**config.mk**
```make
export PLATFORM = sky130hd
export DESIGN_NAME = sram_arbiter
export DESIGN_NICKNAME = d
export VERILOG_FILES = /design/src/rtl/sram_arbiter.sv
export SDC_FILE = /design/constraint.sdc
export NUM_CORES = 1
export LEC_CHECK = 0
export CORE_MARGIN = 8
export CORE_UTILIZATION = 30
export CTS_CLUSTER_SIZE = 30
export DETAILED_ROUTE_END_ITERATION = 16
export GPL_ROUTABILITY_DRIVEN = 0
export PLACE_DENSITY = 0.71
export SETUP_SLACK_MARGIN = 0.15
export SLEW_MARGIN = 25
export SYNTH_ARGS = -nofsm -noshare
export SYNTH_HDL_FRONTEND = slang
export SYNTH_SLANG_ARGS = --single-unit
```
**constraint.sdc**
```tcl
create_clock -name ck16 -period 5 [get_ports ck16]
set_clock_uncertainty 0.05 [all_clocks]
set_input_delay 0.75 -clock ck16 [delete_from_list [all_inputs] [get_ports ck16]]
set_output_delay 0.75 -clock ck16 [all_outputs]
set_load 0.02 [all_outputs]
```
**src/rtl/sram_arbiter.sv**
```systemverilog
// rtl/sram_arbiter.sv - fixed-priority four-cycle slot arbiter for the shared 8-bit SRAM
// Video > CPU > boot; a boot word in progress locks out the CPU until its fourth byte lands.
module sram_arbiter #(
  parameter int ADDR_W = 21
) (
  input  logic              ck16,
  input  logic              rst,
  input  logic              vid_req,
  input  logic [ADDR_W-1:0] vid_addr,
  output logic [7:0]        vid_data,
  output logic              vid_valid,
  input  logic              cpu_req,
  input  logic              cpu_we,
  input  logic [ADDR_W-1:0] cpu_addr,
  input  logic [7:0]        cpu_wdata,
  output logic [7:0]        cpu_rdata,
  output logic              cpu_ack,
  input  logic              boot_req,
  input  logic [ADDR_W-1:0] boot_addr,
  input  logic [31:0]       boot_data,
  output logic              boot_ack,
  output logic [ADDR_W-1:0] sram_addr,
  output logic [7:0]        sram_dout,
  output logic              sram_oe,
  input  logic [7:0]        sram_din,
  output logic              sram_we_n
);

  typedef enum logic [1:0] {IDLE, P0, P1, DONE} state_t;
  typedef enum logic [1:0] {OWN_VID, OWN_CPU, OWN_BOOT} owner_t;

  state_t              state_q, state_d;
  owner_t              owner_q, owner_d;
  logic                we_q, we_d;
  logic [1:0]          k_q, k_d;
  logic [ADDR_W-1:0]   sram_addr_q, sram_addr_d;
  logic [7:0]          sram_dout_q, sram_dout_d;
  logic                sram_oe_q, sram_oe_d;
  logic                sram_we_n_q, sram_we_n_d;
  logic [7:0]          vid_data_q, vid_data_d;
  logic [7:0]          cpu_rdata_q, cpu_rdata_d;
  logic                vid_valid_q, vid_valid_d;
  logic                cpu_ack_q, cpu_ack_d;
  logic                boot_ack_q, boot_ack_d;
  logic [7:0]          boot_byte;

  assign boot_byte = boot_data[{k_q, 3'b000} +: 8];

  always_comb begin
    state_d     = state_q;
    owner_d     = owner_q;
    we_d        = we_q;
    k_d         = k_q;
    sram_addr_d = sram_addr_q;
    sram_dout_d = sram_dout_q;
    sram_oe_d   = sram_oe_q;
    sram_we_n_d = 1'b1;
    vid_data_d  = vid_data_q;
    cpu_rdata_d = cpu_rdata_q;
    vid_valid_d = 1'b0;
    cpu_ack_d   = 1'b0;
    boot_ack_d  = 1'b0;
    unique case (state_q)
      IDLE: begin
        if (vid_req) begin
          state_d     = P0;
          owner_d     = OWN_VID;
          we_d        = 1'b0;
          sram_addr_d = vid_addr;
        end else if (cpu_req && (k_q == 2'd0)) begin
          state_d     = P0;
          owner_d     = OWN_CPU;
          we_d        = cpu_we;
          sram_addr_d = cpu_addr;
          sram_dout_d = cpu_wdata;
        end else if (boot_req) begin
          state_d     = P0;
          owner_d     = OWN_BOOT;
          we_d        = 1'b1;
          sram_addr_d = boot_addr + ADDR_W'(k_q);
          sram_dout_d = boot_byte;
        end
        sram_oe_d = (state_d == P0) && we_d;
      end
      P0: begin
        state_d     = P1;
        sram_oe_d   = we_q;
        sram_we_n_d = ~we_q;
      end
      P1: begin
        // sram_din is sampled only on the P1 -> DONE edge
        state_d   = DONE;
        sram_oe_d = 1'b0;
        case (owner_q)
          OWN_VID: begin
            vid_data_d  = sram_din;
            vid_valid_d = 1'b1;
          end
          OWN_CPU: begin
            if (!we_q) cpu_rdata_d = sram_din;
            cpu_ack_d = 1'b1;
          end
          default: begin
            if (k_q == 2'd3) boot_ack_d = 1'b1;
            k_d = k_q + 2'd1;
          end
        endcase
      end
      DONE: state_d = IDLE;
      default: state_d = IDLE;
    endcase
  end

  always_ff @(posedge ck16) begin
    if (rst) begin
      state_q     <= IDLE;
      owner_q     <= OWN_VID;
      we_q        <= 1'b0;
      k_q         <= 2'd0;
      sram_addr_q <= '0;
      sram_dout_q <= 8'd0;
      sram_oe_q   <= 1'b0;
      sram_we_n_q <= 1'b1;
      vid_data_q  <= 8'd0;
      cpu_rdata_q <= 8'd0;
      vid_valid_q <= 1'b0;
      cpu_ack_q   <= 1'b0;
      boot_ack_q  <= 1'b0;
    end else begin
      state_q     <= state_d;
      owner_q     <= owner_d;
      we_q        <= we_d;
      k_q         <= k_d;
      sram_addr_q <= sram_addr_d;
      sram_dout_q <= sram_dout_d;
      sram_oe_q   <= sram_oe_d;
      sram_we_n_q <= sram_we_n_d;
      vid_data_q  <= vid_data_d;
      cpu_rdata_q <= cpu_rdata_d;
      vid_valid_q <= vid_valid_d;
      cpu_ack_q   <= cpu_ack_d;
      boot_ack_q  <= boot_ack_d;
    end
  end

  assign sram_addr = sram_addr_q;
  assign sram_dout = sram_dout_q;
  assign sram_oe   = sram_oe_q;
  assign sram_we_n = sram_we_n_q;
  assign vid_data  = vid_data_q;
  assign cpu_rdata = cpu_rdata_q;
  assign vid_valid = vid_valid_q;
  assign cpu_ack   = cpu_ack_q;
  assign boot_ack  = boot_ack_q;

endmodule
```
==> out/metrics.cfg, run 1 <==
[global_routing]
grt_usage = 0.165
grt_util_met3 = 0.0671
first_global_vias = 3668
grt_pass1_wl_um = 19200
met2_usage = 0.280
grtUsageMet1 = 0.182
grt_antenna_before_repair = 1
grt-ovfl-total = 0
busiest_layer = met2
grt_max_degree = 60

[worst_hold_path]
hold_path.class = flip-flop to flip-flop
hold_depth = 2
worstHoldStart = sram_addr[0]$_SDFFE_PP0P_

[synth]
yosysTopAreaCellShare = 0.358
yosys.area_share.simple = 0.210
netlist_top_cells_area = dfxtp_1, mux4_2, nor2_1
synth_edf_count = 0
synthFlopType = dfxtp_1
synth.mux.area_fraction = 0.110
avgSynthCellArea_sq_um = 8.51
synth-xor-area-share = 0.0413
synth.most_common_cell = dfxtp_1
ys_seq_area_frac = 0.358
synthesis.nets = 500
syn-cell-area_sq_um = 3180
ys_async_sr_fraction = 0
ys_ff_latch = 57
synth.yosys.warnings = 0
synthesis.instances = 374
yosys-top-cells-count = dfxtp_1, nor2_1, nand2_1, a211oi_1
synth_top_family_by_area = simple AND/OR/NAND/NOR gates
yosys.area_share.adder = 0.0377
synth-compound-area-share = 0.198
yosys.area.top_type = dfxtp_1
ys_types = 50

[setup_path]
r2r_cells = 8
reg2reg_to = sram_addr[18]$_SDFFE_PP0P_
worstSetupPathType = input port to flip-flop
path_delay_family = simple AND/OR/NAND/NOR gates
cp-end-kind = flip-flop
critical_path.reg2reg.startpoint = k_q[0]$_SDFFE_PP0P_
critical_path_arrival_ns = 3.27
crit_chain = clkdlybuf4s50_1 -> ha_1 -> inv_1 -> fa_1 -> nand4b_1 -> or2_1 -> or4_1 -> a21oi_1 -> o22a_2
r2r_setup_slack_ns = 1.96
path_buf_inv = 2
slowest_delay_ns = 0.52
startpoint = boot_addr[0]
worst-path-max-fanout = 7
startpoint_type = input port
worstSetupEndpoint = sram_addr[18]$_SDFFE_PP0P_
slowest_stage = or4_1
crit_required_ns = 5.22
crit_cells = 9

[clock_network]
cts_buffer_depth = 2
cts_resized = 0
cts_root_buffer = clkbuf_8
numCtsBuffers = 9
clock_latency_ns = 0.32
hold_buffers = 0
cts_sinks = 57
htreeDepth = 3
cts_tree = yes
clk_pin_slew_worst_paths_ns = 0.07
cts_setup_buffers = 0

[run_status]
status = finished, final reports clean

[sta]
finalSetupViolations = 0
rsz0062_at_grt = false
hold_viol_final = 0
worst_slew_pin_slew_ns = 0.953
slew_headroom = 0.358
tns_ns = 0
maxSlewViolCount = 0
post-route-period-util = 0.609
max_freq_ghz = 0.328
min_period_ns = 3.05

[cells_and_area]
nNetsFinal = 654
drive_above_1_share = 0.0638
antennaDiodeCount = 0
fin_area_sq_um = 5130
syn_to_final_growth_pct = 61.1

[power_and_ir_drop]
power_density_nw_per_um2 = 357
ir_drop_mv = 0.221
leakage_uw = 0.00184

[place]
place_area_sq_um = 4930
dp.final_hpwl_um = 9250
portBuffers = 166

[routing]
vias_per_cell = 5.13
routedWlPerCell_um = 17.8
drt_iter0_drc = 200
drt-pass1-iter-count = 4
routed-via-count = 3429
drc = 0
drt-total-wl_um = 11900
antenna_left = 0

[floorplanning]
ioPinCount = 167
core_sq_um = 10300
die_area_sq_um = 14200
die_w_um = 119
start_util = 0.308
die_h_um = 119
rows = 37

[job]
cap_viol_max_count = 0

[cells in the final DEF, fill, tap and decap left out, types with 9 or more instances in the layout]
cell type and instances:
clkdlybuf4s50_1 165, dfxtp_1 57, nor2_1 48, nand2_1 34
a211oi_1 21, a21oi_1 20, mux2i_1 17, o21ai_0 16
inv_1 10, nor3_1 10, xnor2_1 10, clkbuf_8 10
o211ai_1 9, and3_1 9
[power by group]
part | switching, uW | internal (uW) | total [uW] | leakage [uW]
clock | 190 | 240 | 430 | 0.000102
combinational | 404 | 379 | 782 | 0.00127
sequential | 65.4 | 554 | 620 | 0.000468
[logic make-up after synthesis]
group                    after synthesis
AO/OA/AOI/OAI                         93
XOR/XNOR                              15
adder cells (fa/ha/maj)                9
buffers and inverters                 36
flip-flops                            57
multiplexers                          25
AND/OR/NAND/NOR                      139
[layer usage]
| metal | routed length (um) | part of all wire | up-vias |
|---|---|---|---|
| met5 | 10 | 0.00084 | - |
| met4 | 284 | 0.024 | 2 |
| met3 | 959 | 0.080 | 20 |
| met2 | 5820 | 0.49 | 122 |
| met1 | 4860 | 0.41 | 1610 |
| li1 | - | - | 1675 |
[final cells by class]
class	instances	area, sq um
fill	967	5200
clock buffer	10	138
multi-input combinational	281	1900
timing repair buffer	169	1680
sequential	57	1140
clock inverter	6	57.6
inverter	10	37.5
tap	136	170
[flip-flops by register name, indices dropped and copies added (netlist names)]
signal     count
cpu_rdata      8
we_q           1
owner_q        2
cpu_ack        1
sram_addr     21
boot_ack       1
state_q        2
sram_dout      8
sram_oe        1
sram_we_n      1
vid_valid      1
k_q            2
vid_data       8
[worst min-delay path, delay by kind of cell (launching register included)]
kind,cells,cell delay (ns)
flip-flops,1,0.31
AND/OR/NAND/NOR,1,0.05
AO/OA/AOI/OAI,1,0.05
[stage by stage]
| stage | setup slack (ns) | total power, uW | util | hold slack [ns] | cells |
|---|---|---|---|---|---|
| finish | 1.95 | 1830 | 0.497 | 0.410 | 669 |
| global route | 1.70 | 1950 | 0.497 | 0.449 | 669 |
| CTS | 1.90 | 1860 | 0.496 | 0.410 | 669 |
| detailed placement | 1.64 | 1410 | 0.478 | 0.398 | 653 |
| global placement | 1.67 | 1400 | 0.477 | 0.399 | 653 |
| floorplan | 2.21 | 1050 | - | 0.372 | 374 |
[worst min-delay path by stage]
stage                                endpoint
floorplan                sram_we_n$_SDFF_PP1_
global placement    sram_addr[0]$_SDFFE_PP0P_
detailed placement  sram_addr[0]$_SDFFE_PP0P_
CTS                 sram_addr[0]$_SDFFE_PP0P_
global route        sram_addr[2]$_SDFFE_PP0P_
finish              sram_addr[0]$_SDFFE_PP0P_
Note: power is estimated with default switching activity, not from simulation.
==> run 2, diff against run 1 <==
--- a/config.mk
+++ b/config.mk
@@ -10,7 +10,7 @@
 export CTS_CLUSTER_SIZE = 30
 export DETAILED_ROUTE_END_ITERATION = 16
 export GPL_ROUTABILITY_DRIVEN = 0
-export PLACE_DENSITY = 0.71
+export PLACE_DENSITY = 0.73
 export SETUP_SLACK_MARGIN = 0.15
 export SLEW_MARGIN = 25
 export SYNTH_ARGS = -nofsm -noshare
==> constraint.sdc (replaced) <==
create_clock -name ck16 -period 2.7 [get_ports ck16]
set_clock_uncertainty 0.05 [all_clocks]
set_input_delay 0.405 -clock ck16 [delete_from_list [all_inputs] [get_ports ck16]]
set_output_delay 0.405 -clock ck16 [all_outputs]
set_load 0.02 [all_outputs]
==> out/metrics.cfg, run 2 (synthesized netlist as in run 1, its figures left out) <==
[place]
portBuffers = 166  ; unchanged
dp.final_hpwl_um = 9360  ; +1.2%

[cells_and_area]
largest_register_ffs = 21  ; unchanged
fin_util = 0.520  ; +0.0234
nNetsFinal = 676  ; +3.4%
final_cell_mix = clkdlybuf4s50_1, dfxtp_1, nor2_1
layout_commonest_cell = clkdlybuf4s50_1
syn_to_final_growth_pct = 68.7
antennaDiodeCount = 0  ; unchanged
drive_above_1_share = 0.112  ; +0.0479

[routing]
antenna_left = 0  ; unchanged
drt-pass1-iter-count = 4  ; unchanged
drc = 0  ; unchanged
drt-total-wl_um = 12100  ; +1.4%
drt_iter0_drc = 232  ; +16%
vias_per_cell = 5.10  ; -0.59%
routedWlPerCell_um = 17.5  ; -1.8%
routed-via-count = 3521  ; +2.7%

[clock_network]
cts_root_buffer = clkbuf_8
numCtsBuffers = 9  ; unchanged
clk_pin_slew_worst_paths_ns = 0.06  ; about the same
clock_latency_ns = 0.33  ; about the same
cts_tree = yes
cts_sinks = 57  ; unchanged
cts_setup_buffers = 0  ; unchanged
cts_resized = 0  ; unchanged
hold_buffers = 0  ; unchanged
htreeDepth = 3  ; unchanged
cts_buffer_depth = 2  ; unchanged

[run_status]
status = finished, final reports clean

[setup_path]
startpoint = boot_addr[0]
cp-end-kind = flip-flop
crit_required_ns = 2.93  ; -2.29 ns
r2r_setup_slack_ns = 0.35  ; -1.61 ns
worstSetupPathType = input port to flip-flop
startpoint_type = input port
worst-path-max-fanout = 5  ; -2
critical_path_arrival_ns = 2.76  ; -0.51 ns
critical_path.reg2reg.startpoint = k_q[0]$_SDFFE_PP0P_
reg2reg_to = sram_addr[18]$_SDFFE_PP0P_
r2r_cells = 8  ; unchanged
worstSetupEndpoint = sram_addr[18]$_SDFFE_PP0P_

[job]
cap_viol_max_count = 0  ; unchanged

[sta]
hold_viol_final = 0  ; unchanged
min_period_ns = 2.53
worst_slew_pin_slew_ns = 0.646  ; -0.307 ns
whs_ns = 0.405  ; -0.00444 ns
max_freq_ghz = 0.395
rsz0062_at_grt = true
slew_headroom = 0.569  ; +0.212
post-route-period-util = 0.938
finalSetupViolations = 0  ; unchanged
maxSlewViolCount = 0  ; unchanged

[power_and_ir_drop]
power_density_nw_per_um2 = 674  ; +89%
ir_drop_mv = 0.471  ; +110%
leakage_uw = 0.00196  ; +6.8%

[global_routing]
grt_util_met3 = 0.0699  ; +0.00283
grt_antenna_before_repair = 2  ; +1
grtUsageMet1 = 0.173  ; -0.00863
first_global_vias = 3694  ; +0.71%
busiest_layer = met2
grt_usage = 0.164  ; -0.00136
met2_usage = 0.288  ; +0.00843
grt_pass1_wl_um = 19000  ; -1.0%
grt_max_degree = 59  ; -1.7%
grt-ovfl-total = 0  ; unchanged

[floorplanning]
ioPinCount = 167  ; unchanged
die_h_um = 119  ; unchanged
die_area_sq_um = 14200  ; unchanged
core_sq_um = 10300  ; unchanged
die_w_um = 119  ; unchanged
start_util = 0.308  ; unchanged
rows = 37  ; unchanged

[worst_hold_path]
hold_path.class = input port to flip-flop

-- run 2: cell count changes in the layout (fill, tap and decap cells not counted), moves of 2 or more --
cell and delta:
buf_4 +21, clkinv_2 -3, bufinv_16 +2, or4_1 -2, or4_4 +2
-- run 2: final cells by class --
| cell class | instances | area, sq um |
|---|---|---|
| well taps | 136 | 170 |
| repair buffers | 191 | 1840 |
| inverters | 10 | 37.5 |
| fillers | 979 | 4950 |
| multi-input cells | 281 | 1930 |
| clock buffers | 11 | 141 |
| clock inverters | 5 | 103 |
| flip-flops and latches | 57 | 1140 |
-- run 2: how the worst min path moves through the flow --
stage / startpoint / end / slack [ns] / cells after the start
global route: rst / sram_addr[20]$_SDFFE_PP0P_ / 0.40 / 3
global placement: sram_addr[2]$_SDFFE_PP0P_ / sram_addr[2]$_SDFFE_PP0P_ / 0.40 / 2
floorplan: we_q$_SDFFE_PP0P_ / sram_we_n$_SDFF_PP1_ / 0.37 / 1
finish: rst / sram_addr[20]$_SDFFE_PP0P_ / 0.41 / 3
CTS: rst / sram_addr[20]$_SDFFE_PP0P_ / 0.39 / 3
detailed placement: we_q$_SDFFE_PP0P_ / sram_we_n$_SDFF_PP1_ / 0.42 / 1
-- run 2: report_power, final --
part           switching, uW  leakage [uW]  internal [uW]
combinational            762       0.00138            726
sequential               117      0.000468           1030
clock                    348      0.000120            637
total                   1230       0.00196           2390
-- run 2: per-stage QoR --
step	power, uW	cell area [sq um]	TNS (ns)	setup WS [ns]	std cells
after detailed placement	2650	5090	-0.868	-0.188	675
after global placement	2620	5090	-0.722	-0.169	675
after floorplan	1940	3180	0	0.177	374
after CTS	3650	5340	0	0.160	691
after global routing	3840	5370	0	0.102	691
final	3620	5370	0	0.167	691
-- run 2: worst max-delay path, cell delays in order --
cell and delay [ns]:
clkdlybuf4s50_1 0.46, ha_2 0.17, inv_1 0.05, fa_2 0.34
nand4b_1 0.21, or2_4 0.30, or4_4 0.53, a21oi_2 0.16
o22a_2 0.13
-- run 2: metal layers --
| layer | routed length (um) | vias up |
|---|---|---|
| met4 | 214 | 4 |
| met5 | 23 | - |
| li1 | - | 1716 |
| met2 | 6080 | 133 |
| met3 | 1020 | 20 |
| met1 | 4760 | 1648 |
